## src/rtl/alu_clean_pkg.sv

```systemverilog
`default_nettype none
// +----------------------------------------------------------------------+
// | Module  : alu_clean_pkg                                              |
// | Desc    : Opcode encodings and default width for the golden ALU.     |
// | Rev     : 1.0  initial release                                       |
// +----------------------------------------------------------------------+
package alu_clean_pkg;

  localparam int ALU_W = 4;

  typedef enum logic [1:0] {
    OP_ADD = 2'b00,
    OP_SUB = 2'b01,
    OP_AND = 2'b10,
    OP_OR  = 2'b11
  } alu_op_e;

endpackage : alu_clean_pkg
`default_nettype wire

```

## src/rtl/alu_clean_core.sv

```systemverilog
`default_nettype none
// +----------------------------------------------------------------------+
// | Module  : alu_clean_core                                             |
// | Desc    : Combinational ADD/SUB/AND/OR datapath; flag terms are      |
// |           produced only when ALU_CLEAN_FLAGS_EN is defined.          |
// | Rev     : 1.0  initial release                                       |
// +----------------------------------------------------------------------+
module alu_clean_core
  import alu_clean_pkg::*;
#(
  parameter int WIDTH = ALU_W
) (
  input  logic [WIDTH-1:0] A,
  input  logic [WIDTH-1:0] B,
  input  logic [1:0]       op,
`ifdef ALU_CLEAN_FLAGS_EN
  output logic             carry,
  output logic             zero,
  output logic             neg,
`endif
  output logic [WIDTH-1:0] next_result
);

`ifdef ALU_CLEAN_FLAGS_EN
  // One extra bit holds the ADD carry-out / SUB borrow.
  logic [WIDTH:0] w_sum;
  logic [WIDTH:0] w_diff;

  always_comb begin
    w_sum       = {1'b0, A} + {1'b0, B};
    w_diff      = {1'b0, A} - {1'b0, B};
    next_result = '0;
    carry       = 1'b0;
    case (op)
      OP_ADD: begin
        next_result = w_sum[WIDTH-1:0];
        carry       = w_sum[WIDTH];
      end
      OP_SUB: begin
        next_result = w_diff[WIDTH-1:0];
        carry       = w_diff[WIDTH];
      end
      OP_AND: next_result = A & B;
      OP_OR:  next_result = A | B;
      default: next_result = '0;
    endcase
  end

  assign zero = (next_result == '0);
  assign neg  = next_result[WIDTH-1];
`else
  always_comb begin
    next_result = '0;
    case (op)
      OP_ADD:  next_result = A + B;
      OP_SUB:  next_result = A - B;
      OP_AND:  next_result = A & B;
      OP_OR:   next_result = A | B;
      default: next_result = '0;
    endcase
  end
`endif

endmodule : alu_clean_core
`default_nettype wire

```

## src/rtl/alu_clean.sv

```systemverilog
`default_nettype none
// +----------------------------------------------------------------------+
// | Module  : alu_clean                                                  |
// | Desc    : Golden 4-bit ALU with one-cycle registered result. Define  |
// |           ALU_CLEAN_FLAGS_EN to add registered carry/zero/neg.       |
// | Rev     : 1.0  initial release                                       |
// +----------------------------------------------------------------------+
module alu_clean
  import alu_clean_pkg::*;
#(
  parameter int WIDTH = ALU_W
) (
  input  logic             clk,
  input  logic             rst_n,
  input  logic [WIDTH-1:0] A,
  input  logic [WIDTH-1:0] B,
  input  logic [1:0]       op,
`ifdef ALU_CLEAN_FLAGS_EN
  output logic             carry,
  output logic             zero,
  output logic             neg,
`endif
  output logic [WIDTH-1:0] result
);

  logic [WIDTH-1:0] w_next_result;
  logic [WIDTH-1:0] r_result;

`ifdef ALU_CLEAN_FLAGS_EN
  logic w_carry;
  logic w_zero;
  logic w_neg;
  logic r_carry;
  logic r_zero;
  logic r_neg;
`endif

  // Trojan variants swap only this instance; the register stage stays fixed.
  alu_clean_core #(
    .WIDTH       (WIDTH)
  ) u_core (
    .A           (A),
    .B           (B),
    .op          (op),
`ifdef ALU_CLEAN_FLAGS_EN
    .carry       (w_carry),
    .zero        (w_zero),
    .neg         (w_neg),
`endif
    .next_result (w_next_result)
  );

  always_ff @(posedge clk or negedge rst_n) begin
    if (!rst_n) begin
      r_result <= '0;
    end else begin
      r_result <= w_next_result;
    end
  end

  assign result = r_result;

`ifdef ALU_CLEAN_FLAGS_EN
  always_ff @(posedge clk or negedge rst_n) begin
    if (!rst_n) begin
      r_carry <= 1'b0;
      r_zero  <= 1'b0;
      r_neg   <= 1'b0;
    end else begin
      r_carry <= w_carry;
      r_zero  <= w_zero;
      r_neg   <= w_neg;
    end
  end

  assign carry = r_carry;
  assign zero  = r_zero;
  assign neg   = r_neg;
`endif

endmodule : alu_clean
`default_nettype wire

```

## config.mk

```make
export PLATFORM = sky130hd
export DESIGN_NAME = alu_clean
export DESIGN_NICKNAME = d
export VERILOG_FILES = /design/src/rtl/alu_clean_pkg.sv /design/src/rtl/alu_clean_core.sv /design/src/rtl/alu_clean.sv
export SDC_FILE = /design/constraint.sdc
export NUM_CORES = 1
export LEC_CHECK = 0
export BUFFER_PORTS_ARGS = -buffer_cell sky130_fd_sc_hd__buf_2
export CAP_MARGIN = 10
export CORE_AREA = 2 2 39 41
export DETAILED_ROUTE_END_ITERATION = 7
export DIE_AREA = 0 0 41 43
export PLACE_DENSITY = 0.58
export SLEW_MARGIN = 25
export SYNTH_ARGS = -nofsm -noshare
export SYNTH_HDL_FRONTEND = slang
export SYNTH_SLANG_ARGS = --single-unit
```

## constraint.sdc

```tcl
create_clock -name clk -period 0.8 [get_ports clk]
set_input_delay 0.04 -clock clk [delete_from_list [all_inputs] [get_ports clk]]
set_output_delay 0.04 -clock clk [all_outputs]
set_load 0.01 [all_outputs]
```

### After elaboration in Yosys (flattened, before gate mapping)

Index checks and enable logic that the tools add are counted.

| storage, ports and cells | value |
|---|---|
| register bits | 4 |
| word-level logic and storage cells | 10 |

| operators by class | value |
|---|---|
| add/sub/neg operators | 2 |
| equality and inequality tests | 3 |
| multiplexer cells | 1 |
| bitwise logic cells | 2 |
| reductions and logical operators | 1 |

Operators by type and width:

| kind | count |
|---|---|
| one-hot mux 4 bit (4 select lines) | 1 |
| adder 4 bit | 1 |
| bitwise AND 4 bit | 1 |
| == test 2 bit, second input constant | 2 |
| bitwise OR 4 bit | 1 |
| subtractor 4 bit | 1 |
| == test 2 x 1 -> 1 bit, second input constant | 1 |
| logical NOT 2 bit | 1 |

### Logic depth before layout (Yosys ltp)

| depth | value |
|---|---|
| word-level depth | 2 |
| gate-level depth with buffers | 9 |

### Hierarchy

A second synthesis with hierarchy kept.

| unflattened totals | value |
|---|---|
| cell total of the unflattened synthesis | 48 |
| area total of the unflattened synthesis | 447.9 µm² |

By module, submodules not included:

| module | instances | cells each | area each (µm²) |
|---|---|---|---|
| alu_clean_core | 1 | 44 | 347.8 |
| alu_clean | 1 | 4 | 100.1 |

### Worst setup path before layout

OpenSTA, ideal clock, no wires.

| timing path | value |
|---|---|
| kind | input to register |
| start | in B[0] |
| end | reg r_result[3] (netlist: result[3]) |
| library setup time | 0.073 ns |
| data arrival time | 1.406 ns |
| data required time | 0.727 ns |
| setup slack | -0.678 ns |
| stages on the path | 9 |
| buffers on the path | 0 |
| path through | inv_1 ha_1 a21oi_1 xnor2_1 ha_1 a21oi_1 a211o_1 a31oi_1 a21boi_2 |

| between the ends | value |
|---|---|
| cells in the longest elaborated chain, start to end | 2 |
| elaborated cells between the ends (all ways) | 3 |
| classes of those cells | 2 x add/sub; 1 x mux |

RTL lines:

| element | line | RTL |
|---|---|---|
| start, declared | alu_clean.sv:16 | `input logic [WIDTH-1:0] B,` |
| subtractor 4 bit or adder 4 bit (tied branches) | alu_clean_core.sv:56, alu_clean_core.sv:55 |  |
| one-hot mux 4 bit (4 select lines) (*) | alu_clean_core.sv:54 | `case (op)` |
| net u_core.next_result[3] | alu_clean_core.sv:21 | `output logic [WIDTH-1:0] next_result` |
| end signal, assigned | alu_clean.sv:57 | `r_result <= w_next_result;` |
| end, declared | alu_clean.sv:27 | `logic [WIDTH-1:0] r_result;` |

The timed path passes the listed nets; every way through them passes the cells marked *.

### Final worst setup path

Ends and elaborated chain as after synthesis.

==> run metrics <==
Synth area leaders=dfrtp_1 24%, ha_1 18%, a21oi_1 6.0%; Compound-Gate Fraction of Synth Area=22.1%; Clk pin slew, worst setup/hold paths=0.04 ns; DRT Pass-1 Iters=3; RSZ-0062 raised after global routing=true; failing checks=negative setup slack; final wirelength=1170 microns; setup ws final=-0.540 ns; Setup CP Type=primary input to flop; initial DRC count=2; maxcap violations=0; Tot GR Track Use=16.2%; Mean Syn Cell Area=8.63 sq um; hold path start=op[1]; clk sinks=4; YS warnings=0; H-tree Lvls=1; Port Buf Inserts=15; xor/xnor cell area share of the yosys netlist=6.34%; post-synthesis mux area share=2.42%; register area share after synthesis=24.2%; Worst VDD drop=0.000515 V; Final nets=109; status=complete, but fails checks; Max FO, Critical Path=2; die area=1760 sq um; Synth Area in Simple Gates=10.3%; Clk pwr share=26.1%; Post-DP HPWL=897 microns; FILL cells=136; setup violators final=4; Ant. Diodes=0; number of flops mapped to enable cells by yosys=0; number of flip-flops under the largest register name=4; Finished Layout Cells=104; async set-reset flop share out of synthesis=100%; Leakage Power=0.389 nW; count leader, synth=ha_1; antenna-violating nets left=0; final hold slack=0.133 ns; CP Capture Type=flop; Mapped Area=414 sq um; utilization after layout=56.7%; dominant combinational cell family by area after synthesis=adder cells; power per cell area=1210 nW/um^2; post-DR wirelength/cell=11.2 microns; Syn-to-layout area delta=89.4%; Gate power share=48.7%; via count=487; Yosys top cell area share=24.2%; Int Power=0.660 mW; largest net degree at the start of global routing=6; WHS Path Cells=3; Max clock buf depth=2; drt via density=4.68; clk root buf=clkbuf_4; Synth Area in Adders=28.1%; Std-Cell Rows=14; Commonest cells post-synth=6 x ha_1, 5 x a21oi_1, 5 x inv_1, 5 x o21ai_0; vias in the first global route=517; type of origin of the critical path=primary input; I/O pins=16; first-pass GRT wire length=1920 microns; Slew HR=82.6%; CP Launch Point=B[0]; Hold WC Path Type=primary input to flop; sw power=0.292 mW; core area=1380 sq um; Worst EP arrival=1.50 ns; die span in x=41 microns; # DRC=0; fraction of layout instances using a drive strength above 1=59.1%; crit path time final=1.34 ns; initial antenna violation count=0; die height=43 microns; Synth cell types=22; required time of the critical path=0.96 ns; global placement routability congestion=0.769; ys flop type=dfrtp_1; Switching Share=30.7%; starting density of the core=29.9%; CTS Buf Count=3; Final Hold Vio Count=0; Seq pwr share=25.2%; Max Freq=0.746 GHz; GRT overflow=0; Inst Count DP=96; Final period util=167%; Synth Register Bits=4; CTS tree=built; Post-Syn Nets=67; leading area contributor after synthesis=dfrtp_1; Tightest Pin Transition=0.259 ns; Final Max Slew Viols=0; cell count after synthesis=48
## worst max-delay path, cell delays in order
cell and delay (ns):
buf_8 0.08, inv_6 0.03, ha_4 0.26, nand2_4 0.05, o21a_1 0.11, ha_1 0.27
nand3b_1 0.10, a211o_1 0.29, a31oi_1 0.12, a21boi_2 0.16
## power by group through the flow
stage | sequential [mW] | combinational [mW] | clock [mW]
after detailed placement | 0.244 | 0.390 | 0
after global placement | 0.242 | 0.379 | 0
final | 0.240 | 0.464 | 0.248
after global routing | 0.245 | 0.513 | 0.279
after CTS | 0.242 | 0.437 | 0.263
after floorplan | 0.262 | 0.183 | 0
## cell type report
type | instances | area [sq um] | share of cell area [%]
Multi-Input combinational cell | 37 | 330 | 42.1
Timing Repair Buffer | 38 | 282 | 35.9
Tap cell | 16 | 20.0 | 2.55
Inverter | 6 | 30.0 | 3.83
Clock buffer | 3 | 22.5 | 2.87
Sequential cell | 4 | 100 | 12.8
## kinds of logic after synthesis
kind of cell	after synthesis
adders and majority gates	9
and+or+nand+nor	9
AOI/OAI and AO/OA	15
muxes	1
buffers and inverters	7
xor gates and xnor gates	3
DFF	4
## final timing paths
check                       endpoint
min in group asynchronous  result[3]
setup / recovery           result[3]
max in group asynchronous  result[0]
hold / removal             result[0]
## metrics by stage
stage / cell area [sq um] / setup TNS, ns / power [mW] / setup WS (ns)
floorplan: 447 / -1.17 / 0.445 / -0.607
global placement: 669 / -1.89 / 0.621 / -0.793
detailed placement: 669 / -2.00 / 0.635 / -0.813
CTS: 752 / -1.28 / 0.942 / -0.513
global route: 785 / -1.66 / 1.04 / -0.635
finish: 785 / -1.41 / 0.952 / -0.540
## layer usage
metal | wire, microns | up-vias | track usage [%]
li1 | - | 250 | -
met4 | 0 | 0 | 8.00
met5 | 0 | - | 0
met1 | 423 | 225 | 16.0
met3 | 54 | 0 | 3.14
met2 | 687 | 12 | 29.4
## repair_timing
item                                   in CTS  in global routing
pin swaps                                   3                  5
resized for setup                           8                  5
buffers inserted                            3                  2
setup endpoints to repair                   3                  4
hold buffers                                1                  0
endpoints found under the hold margin       4                  0
## cell usage in the layout (no fill, tap or decap), drive strengths merged, types with 2 or more instances in the layout
cell and count:
buf 37, ha 6, inv 6, o21ai 5, a21oi 5, nor2 4
dfrtp 4, clkbuf 3, nand3b 2, xor2 2, nand2 2, maj3 2
(Power assumes the default switching activity.)
